==> src/rtl/fetch_unit_pkg.sv <==
// Shared definitions for the fetch stage and the control unit: widths,
// opcode field layout, opcode values and the buffered fetch entry type.
package fetch_unit_pkg;

  localparam int INSTR_W = 19;
  localparam int ADDR_W  = 16;
  localparam int OPC_MSB = 18;
  localparam int OPC_LSB = 14;
  localparam int OPC_W   = OPC_MSB - OPC_LSB + 1;

  typedef enum logic [OPC_W-1:0] {
    OP_ADD    = 5'd0,
    OP_SUB    = 5'd1,
    OP_LOAD   = 5'd2,
    OP_STORE  = 5'd3,
    OP_BRANCH = 5'd4,
    OP_JUMP   = 5'd5
  } opcode_e;

  // ADD with all operand fields zero has no architectural effect.
  localparam logic [INSTR_W-1:0] NOP_INSTR = {OP_ADD, {(INSTR_W-OPC_W){1'b0}}};

  typedef struct packed {
    logic [ADDR_W-1:0]  pc;
    logic [INSTR_W-1:0] instr;
  } fetch_entry_t;

  function automatic opcode_e get_opcode(input logic [INSTR_W-1:0] i);
    return opcode_e'(i[OPC_MSB:OPC_LSB]);
  endfunction

  function automatic logic is_nop(input logic [INSTR_W-1:0] i);
    return (i == NOP_INSTR);
  endfunction

endpackage

==> src/rtl/fetch_unit_if.sv <==
// Fetch-stage signal bundle: memory request/response, decode handshake and
// redirect input. master = fetch unit, slave = environment.
interface fetch_unit_if
  import fetch_unit_pkg::*;
();

  logic               fetch_en;
  logic               imem_req;
  logic [ADDR_W-1:0]  imem_addr;
  logic [INSTR_W-1:0] imem_rdata;
  logic               instr_valid;
  logic               instr_ready;
  logic [INSTR_W-1:0] instr;
  logic [ADDR_W-1:0]  instr_pc;
  logic               redirect_valid;
  logic [ADDR_W-1:0]  redirect_target;

  modport master (
    input  fetch_en,
    output imem_req,
    output imem_addr,
    input  imem_rdata,
    output instr_valid,
    input  instr_ready,
    output instr,
    output instr_pc,
    input  redirect_valid,
    input  redirect_target
  );

  modport slave (
    output fetch_en,
    input  imem_req,
    input  imem_addr,
    output imem_rdata,
    input  instr_valid,
    output instr_ready,
    input  instr,
    input  instr_pc,
    output redirect_valid,
    output redirect_target
  );

endinterface

==> src/rtl/fetch_unit_buffer.sv <==
// Small synchronous FIFO of {pc, instr} entries between memory and decode.
// flush empties the buffer and wins over a push in the same cycle.
module fetch_buffer
  import fetch_unit_pkg::*;
#(
  parameter int DEPTH = 2,
  localparam int CNT_W = $clog2(DEPTH + 1)
) (
  input  logic              clk,
  input  logic              rst_n,
  input  logic              push,
  input  fetch_entry_t      push_entry,
  input  logic              pop,
  input  logic              flush,
  output logic [CNT_W-1:0]  count,
  output fetch_entry_t      head
);

  localparam int PTR_W = (DEPTH > 1) ? $clog2(DEPTH) : 1;

  fetch_entry_t     mem_q [DEPTH];
  fetch_entry_t     mem_d [DEPTH];
  logic [PTR_W-1:0] rd_ptr_q, rd_ptr_d;
  logic [PTR_W-1:0] wr_ptr_q, wr_ptr_d;
  logic [CNT_W-1:0] count_q, count_d;
  logic             do_push, do_pop;

  function automatic logic [PTR_W-1:0] next_ptr(input logic [PTR_W-1:0] p);
    return (p == PTR_W'(DEPTH - 1)) ? '0 : p + 1'b1;
  endfunction

  always_comb begin
    mem_d    = mem_q;
    rd_ptr_d = rd_ptr_q;
    wr_ptr_d = wr_ptr_q;
    count_d  = count_q;
    do_push  = push && !flush;
    do_pop   = pop && (count_q != '0);

    if (do_push) begin
      mem_d[wr_ptr_q] = push_entry;
    end

    if (flush) begin
      rd_ptr_d = '0;
      wr_ptr_d = '0;
      count_d  = '0;
    end else begin
      if (do_push) wr_ptr_d = next_ptr(wr_ptr_q);
      if (do_pop)  rd_ptr_d = next_ptr(rd_ptr_q);
      case ({do_push, do_pop})
        2'b10:   count_d = count_q + 1'b1;
        2'b01:   count_d = count_q - 1'b1;
        default: count_d = count_q;
      endcase
    end
  end

  // Storage is reset too so the head reads as zero straight out of reset.
  always_ff @(posedge clk or negedge rst_n) begin
    if (!rst_n) begin
      for (int i = 0; i < DEPTH; i++) mem_q[i] <= '0;
      rd_ptr_q <= '0;
      wr_ptr_q <= '0;
      count_q  <= '0;
    end else begin
      mem_q    <= mem_d;
      rd_ptr_q <= rd_ptr_d;
      wr_ptr_q <= wr_ptr_d;
      count_q  <= count_d;
    end
  end

  assign count = count_q;
  assign head  = mem_q[rd_ptr_q];

  // The issue rule upstream never lets a push land on a full buffer.
  a_no_overflow: assert property (@(posedge clk) disable iff (!rst_n)
    !(push && !flush && !pop && (count_q == CNT_W'(DEPTH))));

endmodule

==> src/rtl/fetch_unit.sv <==
// Instruction fetch stage: owns the PC, issues 1-cycle-latency word reads and
// queues returned instructions with their PC for decode; squashes on redirect.
module fetch_unit
  import fetch_unit_pkg::*;
#(
  parameter logic [ADDR_W-1:0] RESET_PC = '0,
  parameter int                DEPTH    = 2
) (
  input  logic          clk,
  input  logic          rst_n,
  fetch_unit_if.master  bus
);

  localparam int CNT_W = $clog2(DEPTH + 1);
  localparam int OCC_W = CNT_W + 1;

  if (DEPTH < 2) begin : g_bad_depth
    $error("fetch_unit: DEPTH must be at least 2");
  end

  logic [ADDR_W-1:0] pc_q, pc_d;
  logic              inflight_q, inflight_d;
  logic [ADDR_W-1:0] inflight_pc_q, inflight_pc_d;

  logic [CNT_W-1:0]  buf_count;
  fetch_entry_t      buf_head;
  fetch_entry_t      push_entry;
  logic              pop, push, issue, has_room;
  logic [OCC_W-1:0]  occupancy;

  // Issue only when the slot is guaranteed free on return; the pop term lets
  // a full pipe keep streaming one instruction per cycle.
  always_comb begin
    pop        = (buf_count != '0) && bus.instr_ready;
    push       = inflight_q && !bus.redirect_valid;
    push_entry = '{pc: inflight_pc_q, instr: bus.imem_rdata};
    occupancy  = OCC_W'(buf_count) + OCC_W'(inflight_q);
    has_room   = (occupancy < OCC_W'(DEPTH)) ||
                 ((occupancy == OCC_W'(DEPTH)) && pop);
    issue      = rst_n && bus.fetch_en && !bus.redirect_valid && has_room;

    pc_d          = pc_q;
    inflight_d    = issue;
    inflight_pc_d = inflight_pc_q;

    if (bus.redirect_valid) begin
      pc_d = bus.redirect_target;
    end else if (issue) begin
      pc_d          = pc_q + 1'b1;
      inflight_pc_d = pc_q;
    end
  end

  always_ff @(posedge clk or negedge rst_n) begin
    if (!rst_n) begin
      pc_q          <= RESET_PC;
      inflight_q    <= 1'b0;
      inflight_pc_q <= '0;
    end else begin
      pc_q          <= pc_d;
      inflight_q    <= inflight_d;
      inflight_pc_q <= inflight_pc_d;
    end
  end

  fetch_buffer #(.DEPTH(DEPTH)) u_buf (
    .clk        (clk),
    .rst_n      (rst_n),
    .push       (push),
    .push_entry (push_entry),
    .pop        (pop),
    .flush      (bus.redirect_valid),
    .count      (buf_count),
    .head       (buf_head)
  );

  assign bus.imem_req    = issue;
  assign bus.imem_addr   = pc_q;
  assign bus.instr_valid = (buf_count != '0);
  assign bus.instr       = buf_head.instr;
  assign bus.instr_pc    = buf_head.pc;

endmodule
==> src/flat_wrapper.sv <==
// flat-port wrapper written by rule: the top's interface ports become plain ports
module fetch_unit_flat import fetch_unit_pkg::*;
#(
  parameter logic [ADDR_W-1:0] RESET_PC = '0,
  parameter int                DEPTH    = 2
)
  (clk, rst_n, bus_fetch_en, bus_imem_req, bus_imem_addr, bus_imem_rdata, bus_instr_valid, bus_instr_ready, bus_instr, bus_instr_pc, bus_redirect_valid, bus_redirect_target);
  fetch_unit_if bus_i ();
  input  logic clk;
  input  logic rst_n;
  input wire logic [$bits(bus_i.fetch_en)-1:0] bus_fetch_en;
  output wire logic [$bits(bus_i.imem_req)-1:0] bus_imem_req;
  output wire logic [$bits(bus_i.imem_addr)-1:0] bus_imem_addr;
  input wire logic [$bits(bus_i.imem_rdata)-1:0] bus_imem_rdata;
  output wire logic [$bits(bus_i.instr_valid)-1:0] bus_instr_valid;
  input wire logic [$bits(bus_i.instr_ready)-1:0] bus_instr_ready;
  output wire logic [$bits(bus_i.instr)-1:0] bus_instr;
  output wire logic [$bits(bus_i.instr_pc)-1:0] bus_instr_pc;
  input wire logic [$bits(bus_i.redirect_valid)-1:0] bus_redirect_valid;
  input wire logic [$bits(bus_i.redirect_target)-1:0] bus_redirect_target;
  assign bus_i.fetch_en = bus_fetch_en;
  assign bus_imem_req = bus_i.imem_req;
  assign bus_imem_addr = bus_i.imem_addr;
  assign bus_i.imem_rdata = bus_imem_rdata;
  assign bus_instr_valid = bus_i.instr_valid;
  assign bus_i.instr_ready = bus_instr_ready;
  assign bus_instr = bus_i.instr;
  assign bus_instr_pc = bus_i.instr_pc;
  assign bus_i.redirect_valid = bus_redirect_valid;
  assign bus_i.redirect_target = bus_redirect_target;
  fetch_unit #(.RESET_PC(RESET_PC), .DEPTH(DEPTH)) u_core (.clk(clk), .rst_n(rst_n), .bus(bus_i));
endmodule
==> config.mk <==
export PLATFORM = sky130hd
export DESIGN_NAME = fetch_unit_flat
export DESIGN_NICKNAME = d
export VERILOG_FILES = /design/src/rtl/fetch_unit_pkg.sv /design/src/rtl/fetch_unit_if.sv /design/src/rtl/fetch_unit_buffer.sv /design/src/rtl/fetch_unit.sv /design/src/flat_wrapper.sv
export SDC_FILE = /design/constraint.sdc
export NUM_CORES = 1
export LEC_CHECK = 0
export ABC_AREA = 1
export ABC_CLOCK_PERIOD_IN_PS = 2900
export CAP_MARGIN = 20
export CORE_UTILIZATION = 50
export DETAILED_ROUTE_END_ITERATION = 10
export MAX_ROUTING_LAYER = met4
export PLACE_DENSITY_LB_ADDON = 0.05
export SKIP_LAST_GASP = 1
export SYNTH_ARGS = -nofsm -noshare
export SYNTH_HDL_FRONTEND = slang
export SYNTH_SLANG_ARGS = --single-unit
==> constraint.sdc <==
create_clock -name clk -period 2.9 [get_ports clk]
set_input_delay 0.58 -clock clk [delete_from_list [all_inputs] [get_ports clk]]
set_output_delay 0.58 -clock clk [all_outputs]
set_load 0.02 [all_outputs]
==> results of run 1 <==
worst max-delay path: cells and delay by family (launching register included):
family | cells | cell delay, ns
buffers and inverters | 3 | 0.44
DFF | 1 | 0.44
and+or+nand+nor | 5 | 0.37
adders and majority gates | 2 | 0.48
worst min-delay path by stage:
stage,start,depth (start not counted),slack (ns),to
after global routing,rst_n,2,0.32,u_core.u_buf.mem_q[36]
after global placement,u_core.u_buf.mem_q[55],2,0.47,u_core.u_buf.mem_q[55]
after floorplan,rst_n,0,0.28,u_core.bus.imem_addr[0]
after detailed placement,u_core.u_buf.mem_q[59],2,0.47,u_core.u_buf.mem_q[59]
final,rst_n,2,0.30,u_core.u_buf.mem_q[32]
after CTS,rst_n,2,0.30,u_core.bus.imem_addr[5]
cells in the mapped netlist:
| library cell | n | area (µm²) |
|---|---|---|
| ha_1 | 4 | 50.1 |
| nor2_2 | 3 | 18.8 |
| nor2_4 | 1 | 11.3 |
| buf_8 | 1 | 15.0 |
| inv_2 | 2 | 7.51 |
| clkbuf_1 | 19 | 71.3 |
| o21ai_0 | 80 | 400 |
| buf_4 | 3 | 22.5 |
| clkinv_1 | 1 | 3.75 |
| inv_4 | 1 | 6.26 |
| dfrtp_1 | 107 | 2680 |
| o21ai_1 | 20 | 100 |
| xnor2_1 | 1 | 8.76 |
| nor2_1 | 18 | 67.6 |
| nand2_1 | 249 | 935 |
| nand2_4 | 1 | 11.3 |
| nand4_1 | 3 | 18.8 |
| nand3_1 | 46 | 230 |
| buf_6 | 1 | 11.3 |
| buf_2 | 4 | 20.0 |
| buf_1 | 3 | 11.3 |
| inv_1 | 58 | 218 |
| nand2_2 | 2 | 12.5 |
| nand3_2 | 2 | 20.0 |
| a21oi_1 | 3 | 15.0 |
| xor2_1 | 2 | 17.5 |
flip-flops by register name, summed over array words and instances (netlist names):
signal	cells
u_core.bus.imem_addr	16
u_core.inflight_pc_q	16
u_core.inflight_q	1
u_core.u_buf.count	2
u_core.u_buf.mem_q	70
u_core.u_buf.rd_ptr_q	1
u_core.u_buf.wr_ptr_q	1
area by class of cell:
class,count,area [µm²]
inverters,62,235
fillers,895,3530
multi-input cells,435,1920
clock buffers,11,151
well taps,133,166
flip-flops and latches,107,2680
clock inverters,4,26.3
repair buffers,101,1020
per-layer routing:
| metal | track usage, % | vias up | routed length (µm) | part of all wire (%) |
|---|---|---|---|---|
| met5 | - | - | 0 | 0 |
| met2 | 37.7 | 88 | 5240 | 48 |
| met4 | 6.04 | 0 | 125 | 1.1 |
| li1 | - | 2153 | - | - |
| met1 | 30.7 | 2003 | 5190 | 47 |
| met3 | 3.83 | 8 | 447 | 4.1 |
logic make-up after synthesis:
logic type,after synthesis,share of synthesized area (%)
flip-flops,107,53.8
AND/OR/NAND/NOR,325,26.6
buffers and inverters,93,7.76
adder cells (fa/ha/maj),4,1.00
XOR/XNOR,3,0.528
AO/OA/AOI/OAI,103,10.3
metrics by stage:
stage / hold WS [ns] / setup WS [ns] / utilization [%] / area (µm²)
final: 0.303 / 0.247 / 63.7 / 6200
after global routing: 0.316 / 0.164 / 63.7 / 6200
after CTS: 0.304 / 0.247 / 63.7 / 6200
after detailed placement: 0.473 / 0.235 / 61.9 / 6020
after global placement: 0.466 / 0.245 / 61.9 / 6020
after floorplan: 0.284 / 0.945 / - / 4980
report_power, final:
| part | switching [W] | internal (W) |
|---|---|---|
| Clock | 0.000489 | 0.000354 |
| Sequential | 0.000271 | 0.00194 |
| Combinational | 0.00107 | 0.000853 |
==> summary.md, run 1 <==
| Metric | Value |
|---|---|
| First-pass GRT wire length | 18400 µm |
| Final period util | 91.5% |
| DIE HEIGHT | 102 µm |
| CP required | between 2 and 2.5 ns |
| Mean routed wirelength per cell | about 13 µm |
| Leak | 3.04 nW |
| Slowest CP cell | dfrtp_1 |
| Most frequent cells in the layout | 247 x nand2_1, 107 x dfrtp_1, 90 x clkdlybuf4s50_1, 80 x o21ai_0, 58 x inv_1 |
| Worst-Skew Late Latency | 0.35 ns |
| Hold_buf cts | 0 |
| Slew Limit Fails | 0 |
| Max Cap Viol | 0 |
| Detailed router's first-iteration violation count | 228 |
| Root buffer cell | clkbuf_8 |
| Sequential area share after synthesis | 53.8% |
| # diodes | 0 |
| TritonRoute pass-1 iters | 5 |
| Syn_nets | around 680 |
| FF-to-FF setup slack | 0.87 ns |
| VDD IR-drop max | about 0.46 mV |
| Status | complete, no violations |
| Die footprint | 10400 µm² |
| FF+latch count, synth | around 110 |
| Worst r2r src | u_core.u_buf.count[0] |
| Final Net Count | 760 |
| Most common cell after layout, fill and taps aside | nand2_1 |
| Final setup skew | 0.00916 ns |
| Setup crit end kind | output port |
| Cell variety after synth | 26 |
| Syn Area/Cell | between 7 and 8 µm² |
| Clock Path Buffers | 2 |
| Setup_tns | 0 ns |
| Drt drc | 0 |
| Core Box Area | 9730 µm² |
| CP max stage delay | 0.44 ns |
| RR Endpoint | u_core.bus.imem_addr[0] |
| Worst setup SP type | flop |
| CP Cell Sequence | ha_1 -> inv_1 -> ha_1 -> nand2_1 -> nor2_1 -> nand2_2 -> nand2_2 -> nand2_4 -> inv_4 -> dlygate4sd2_1 |
| Row cnt | 36 |
| Largest net degree at the start of global routing | 75 |
| Crit-path max FO | 4 |
| Vias | 4252 |
| Fin. Hold Viols | 0 |
| Least-Margin Pin Slew | 0.912 ns |
| Worst Setup Path Type | reg2out |
| Post-route minimum period | 2.65 ns |
| Worst min path class | in2async |
| Clk sink count | 107 |
| FMAX | about 0.38 GHz |
| Total grt overflow | 0 |
| Dpl hpwl | 7260 µm |
| Share of layout cells above drive strength 1 | 5.42% |
| Power Total | 0.00497 W |
| Antenna-violating nets left | 0 |
| Reg clk slew, reported paths | 0.10 ns |
| Post-CTS resize count | 1 |
| Worst r2r path cells | 12 |
| Initial Util | 51.2% |
| Port Buf Inserts | 92 |
| Via density | 4.98 |
| I/O pin count | 93 |
| Unrepaired setup endpoints after global routing | no |
| Final wirelength | 11000 µm |
| Final GP Congestion | 0.850 |
| Final setup fails | 0 |
| Area grow syn2layout | 24.5% |
| CTS tree | yes |
| GRT Total Usage | around a quarter |
| Syn Inst Count | roughly 640 |
| WP data arrival | 2.07 ns |
| Synth Cell Area | approximately 5000 µm² |
| CTS Buf Count | 9 |
| Critical path launch point | u_core.u_buf.count[0] |
| H-tree depth | 3 |
| Slew headroom | 39.2% |
| Placed cells | about 840 |
| YS warnings | 0 |
| DIE WIDTH | between 100 and 150 µm |
| Worst setup path endpoint | bus_imem_req |
| Final Non-Filler Cells | 853 |
| Antenna violations before repair | 0 |
| Setup Fix Bufs, Post-CTS | 0 |
| PD cells | 802 nW/µm² |
| Number of global-route vias before repair | 3985 |
(Power assumes the default switching activity.)
==> run 2: changes to the inputs <==
ABC_AREA = 0   (was 1)
CTS_BUF_LIST = sky130_fd_sc_hd__clkbuf_8 sky130_fd_sc_hd__clkbuf_16   (was default)
==> run 2 against run 1 <==
  * First-iteration DRC count down 50%
  * Clock-buffer cell count down 1
  * Final cell count down 31%
  * Clock skew up 0.0038 ns
  * Flip-flop and latch count unchanged
  * Clock power up 2%
  * Worst hold slack better by 0.20 ns
  * Total power down 17%
  * Critical path depth down 3
  * Global-route usage down 1.5 points
  * Critical endpoint unchanged
  * Largest power group unchanged
  * Highest routed layer unchanged
==> summary.md, run 2 <==
| Metric | Value |
|---|---|
| H-tree depth | 3 |
| Post-synthesis mux area share | 28.7% |
| Share of flip-flops with an asynchronous set or reset | 100% |
| Syn_nets | 404 |
| Hold Path Sink | u_core.u_buf.mem_q[42] |
| Max Cap Viol | 0 |
| Cell variety after synth | 38 |
| Largest net degree at the start of global routing | 68 |
| FF-to-FF setup slack | approximately 0.42 ns |
| YS warnings | 0 |
| CP max stage delay | 0.36 ns |
| DIE WIDTH | 100 µm |
| Post-Synth XOR/XNOR Area | less than 1% |
| Final setup skew | ~0.013 ns |
| Setup crit end kind | output port |
| Crit-path max FO | 2 |
| Reg clk slew, reported paths | 0.11 ns |
| WP data arrival | 2.17 ns |
| Worst min path class | reg2reg |
| Most common cell after layout, fill and taps aside | mux2_2 |
| Syn Area/Cell | between 10 and 15 µm² |
| FMAX | between 0.3 and 0.4 GHz |
| Root buffer cell | clkbuf_8 |
| Hold path depth | 1 |
| Worst hold start | u_core.u_buf.mem_q[42] |
| CP required | ~2.3 ns |
| Drt drc | 0 |
| Final setup margin | 0.147 ns |
| Leak | 2.61 nW |
| Largest family of logic cells by synthesized area | multiplexers |
| Vias | 3281 |
| Final period util | between 90% and 100% |
| Setup Fix Bufs, Post-CTS | 0 |
| VDD IR-drop max | 0.393 mV |
| CTS tree | yes |
| Slowest CP cell | dfrtp_1 |
| Core Box Area | around 9300 µm² |
| Antenna-violating nets left | 0 |
| Unrepaired setup endpoints after global routing | no |
| Slew headroom | around 44% |
| Port Buf Inserts | 92 |
| Simple-gate share of the synthesized area | around 7.5% |
| Worst Setup Path Type | reg2out |
| Clock Path Buffers | 2 |
| GRT Total Usage | a little over a fifth |
| Pre-CTS WS | -0.0426 ns |
| Final GP Congestion | 0.825 |
| Post-route minimum period | 2.75 ns |
| Row cnt | 35 |
| Compound-cell area share of the yosys netlist | under 10% |
| Most frequent cell after synthesis | mux2_2 |
| Worst-Skew Late Latency | 0.37 ns |
| Crit path top cell by count | ha_1 |
| RR Endpoint | u_core.bus.imem_addr[15] |
| FF+latch count, synth | ~110 |
| TritonRoute pass-1 iters | 4 |
| CP bufs+invs | 2 |
| CP top delay family | simple AND/OR/NAND/NOR gates |
| PD cells | about 670 nW/µm² |
| Number of flip-flops in the largest register | 70 |
| Antenna violations before repair | 0 |
| Top_reg_cell synth | dfrtp_1 |
| Share of layout cells above drive strength 1 | 33.7% |
| Status | complete, no violations |
| Post-synth EDFFs | 0 |
| Total grt overflow | 0 |
| Number of global-route vias before repair | 3291 |
| Least-Margin Pin Slew | about 0.83 ns |
| Final setup fails | 0 |
| Syn Inst Count | 360 |
| Die footprint | ~10000 µm² |
| Via density | around 5.5 |
| Synth top area share | a little under three fifths |
| CP Cell Sequence | ha_1 -> inv_1 -> ha_1 -> or3b_1 -> o31a_1 -> nor2_2 -> buf_2 |
| Sequential area share after synthesis | about 56% |
| Area occupied by multi-input gates | 2050 µm² |
| Area grow syn2layout | 27.6% |
| Final wirelength | 10000 µm |
| I/O pin count | between 90 and 100 |
| Adder-cell share of the synthesized area | 1.04% |
| Top cells by count, synth | 120 x mux2_2, 107 x dfrtp_1, 15 x nand3_1 |
| Worst r2r path cells | 8 |
| Worst r2r src | u_core.u_buf.count[0] |
| Slew Limit Fails | 0 |
| Detailed router's first-iteration violation count | 114 |
| Synth top area cells | dfrtp_1 56%, mux2_2 28%, nand3_1 1.6% |
| # diodes | 0 |
| Final Net Count | approximately 500 |
| Clk sink count | ~110 |
| Sequential Area | 2680 µm² |
| Fin. Hold Viols | 0 |
| Synth Cell Area | 4820 µm² |
| Initial Util | 51.9% |
| Final Non-Filler Cells | 592 |
| Dpl hpwl | approximately 6600 µm |
| Fillers | 715 |
| CTS Buf Count | 9 |
| Mean routed wirelength per cell | 16.9 µm |
| Worst setup SP type | flop |
| Most frequent cells in the layout | 120 x mux2_2, 106 x dfrtp_1, 90 x clkdlybuf4s50_1, 14 x nand3_1, 13 x nor2_1 |
| Placed cells | 575 |
| First-pass GRT wire length | approximately 16000 µm |
| Largest Register | u_core.u_buf.mem_q |
| DIE HEIGHT | 100 µm |
| Yosys top cell by area | dfrtp_1 |
[run 2: cell families (layout without fill, tap and decap cells)]
kind of cell / count (synthesis) / count (layout)
and+or+nand+nor: 67 / 67
AOI/OAI and AO/OA: 31 / 31
buffers and inverters: 24 / 127
xor gates and xnor gates: 4 / 4
muxes: 123 / 123
adders and majority gates: 4 / 4
DFF: 107 / 107
[run 2: worst register-to-register path, delay by kind of cell, from the launching register on]
kind                     cells  cell delay, ns
AO/OA/AOI/OAI                3            0.97
adder cells (fa/ha/maj)      2            0.42
flip-flops                   1            0.36
AND/OR/NAND/NOR              1            0.34
buffers and inverters        2            0.28
[run 2: cell type report]
| cell class | instances | share of cell area [%] |
|---|---|---|
| clock inverter | 6 | 0.793 |
| tap | 129 | 2.62 |
| multi-input combinational | 229 | 33.3 |
| inverter | 5 | 0.305 |
| clock buffer | 10 | 2.24 |
| timing repair buffer | 106 | 17.2 |
| sequential | 107 | 43.5 |
[run 2: how the worst max path moves through the flow]
stage	slack, ns	cells past startpoint	startpoint	to
floorplan	0.32	7	u_core.u_buf.count[0]	bus_imem_req
global placement	-0.02	5	bus_instr_ready	bus_imem_req
detailed placement	-0.04	5	bus_instr_ready	bus_imem_req
CTS	0.03	7	u_core.u_buf.count[0]	bus_imem_req
global route	0.02	7	u_core.u_buf.count[0]	bus_imem_req
finish	0.15	7	u_core.u_buf.count[0]	bus_imem_req
[run 2: metrics by stage]
stage	util (%)	setup TNS (ns)	hold slack, ns	power, W	cell area (µm²)
3_3_place_gp	64.2	-0.0234	0.400	0.00325	5960
6_report	66.3	0	0.501	0.00411	6150
2_1_floorplan	-	0	0.284	0.00270	4820
4_1_cts	66.3	0	0.509	0.00415	6160
5_1_grt	66.3	0	0.527	0.00434	6150
3_5_place_dp	64.2	-0.0426	0.398	0.00329	5960
[run 2: layer usage]
layer | vias to the layer above | GRT usage, % | share of wire [%]
met5 | - | - | 0
met4 | 0 | 7.02 | 1.6
met3 | 17 | 5.36 | 5.3
met2 | 90 | 34.2 | 49
met1 | 1657 | 27.9 | 45
li1 | 1517 | - | -
[run 2: timing repair]
item                                    CTS  global route
gates resized for setup                   3             1
hold buffers                              1             0
endpoints found under the setup margin    1             1
hold endpoints to repair                  3             0
pin swaps                                 0             0
[run 2: power breakdown]
group | switching (W) | internal [W]
combinational | 0.000536 | 0.000725
clock | 0.000520 | 0.000343
sequential | 0.000186 | 0.00180
total | 0.00124 | 0.00287
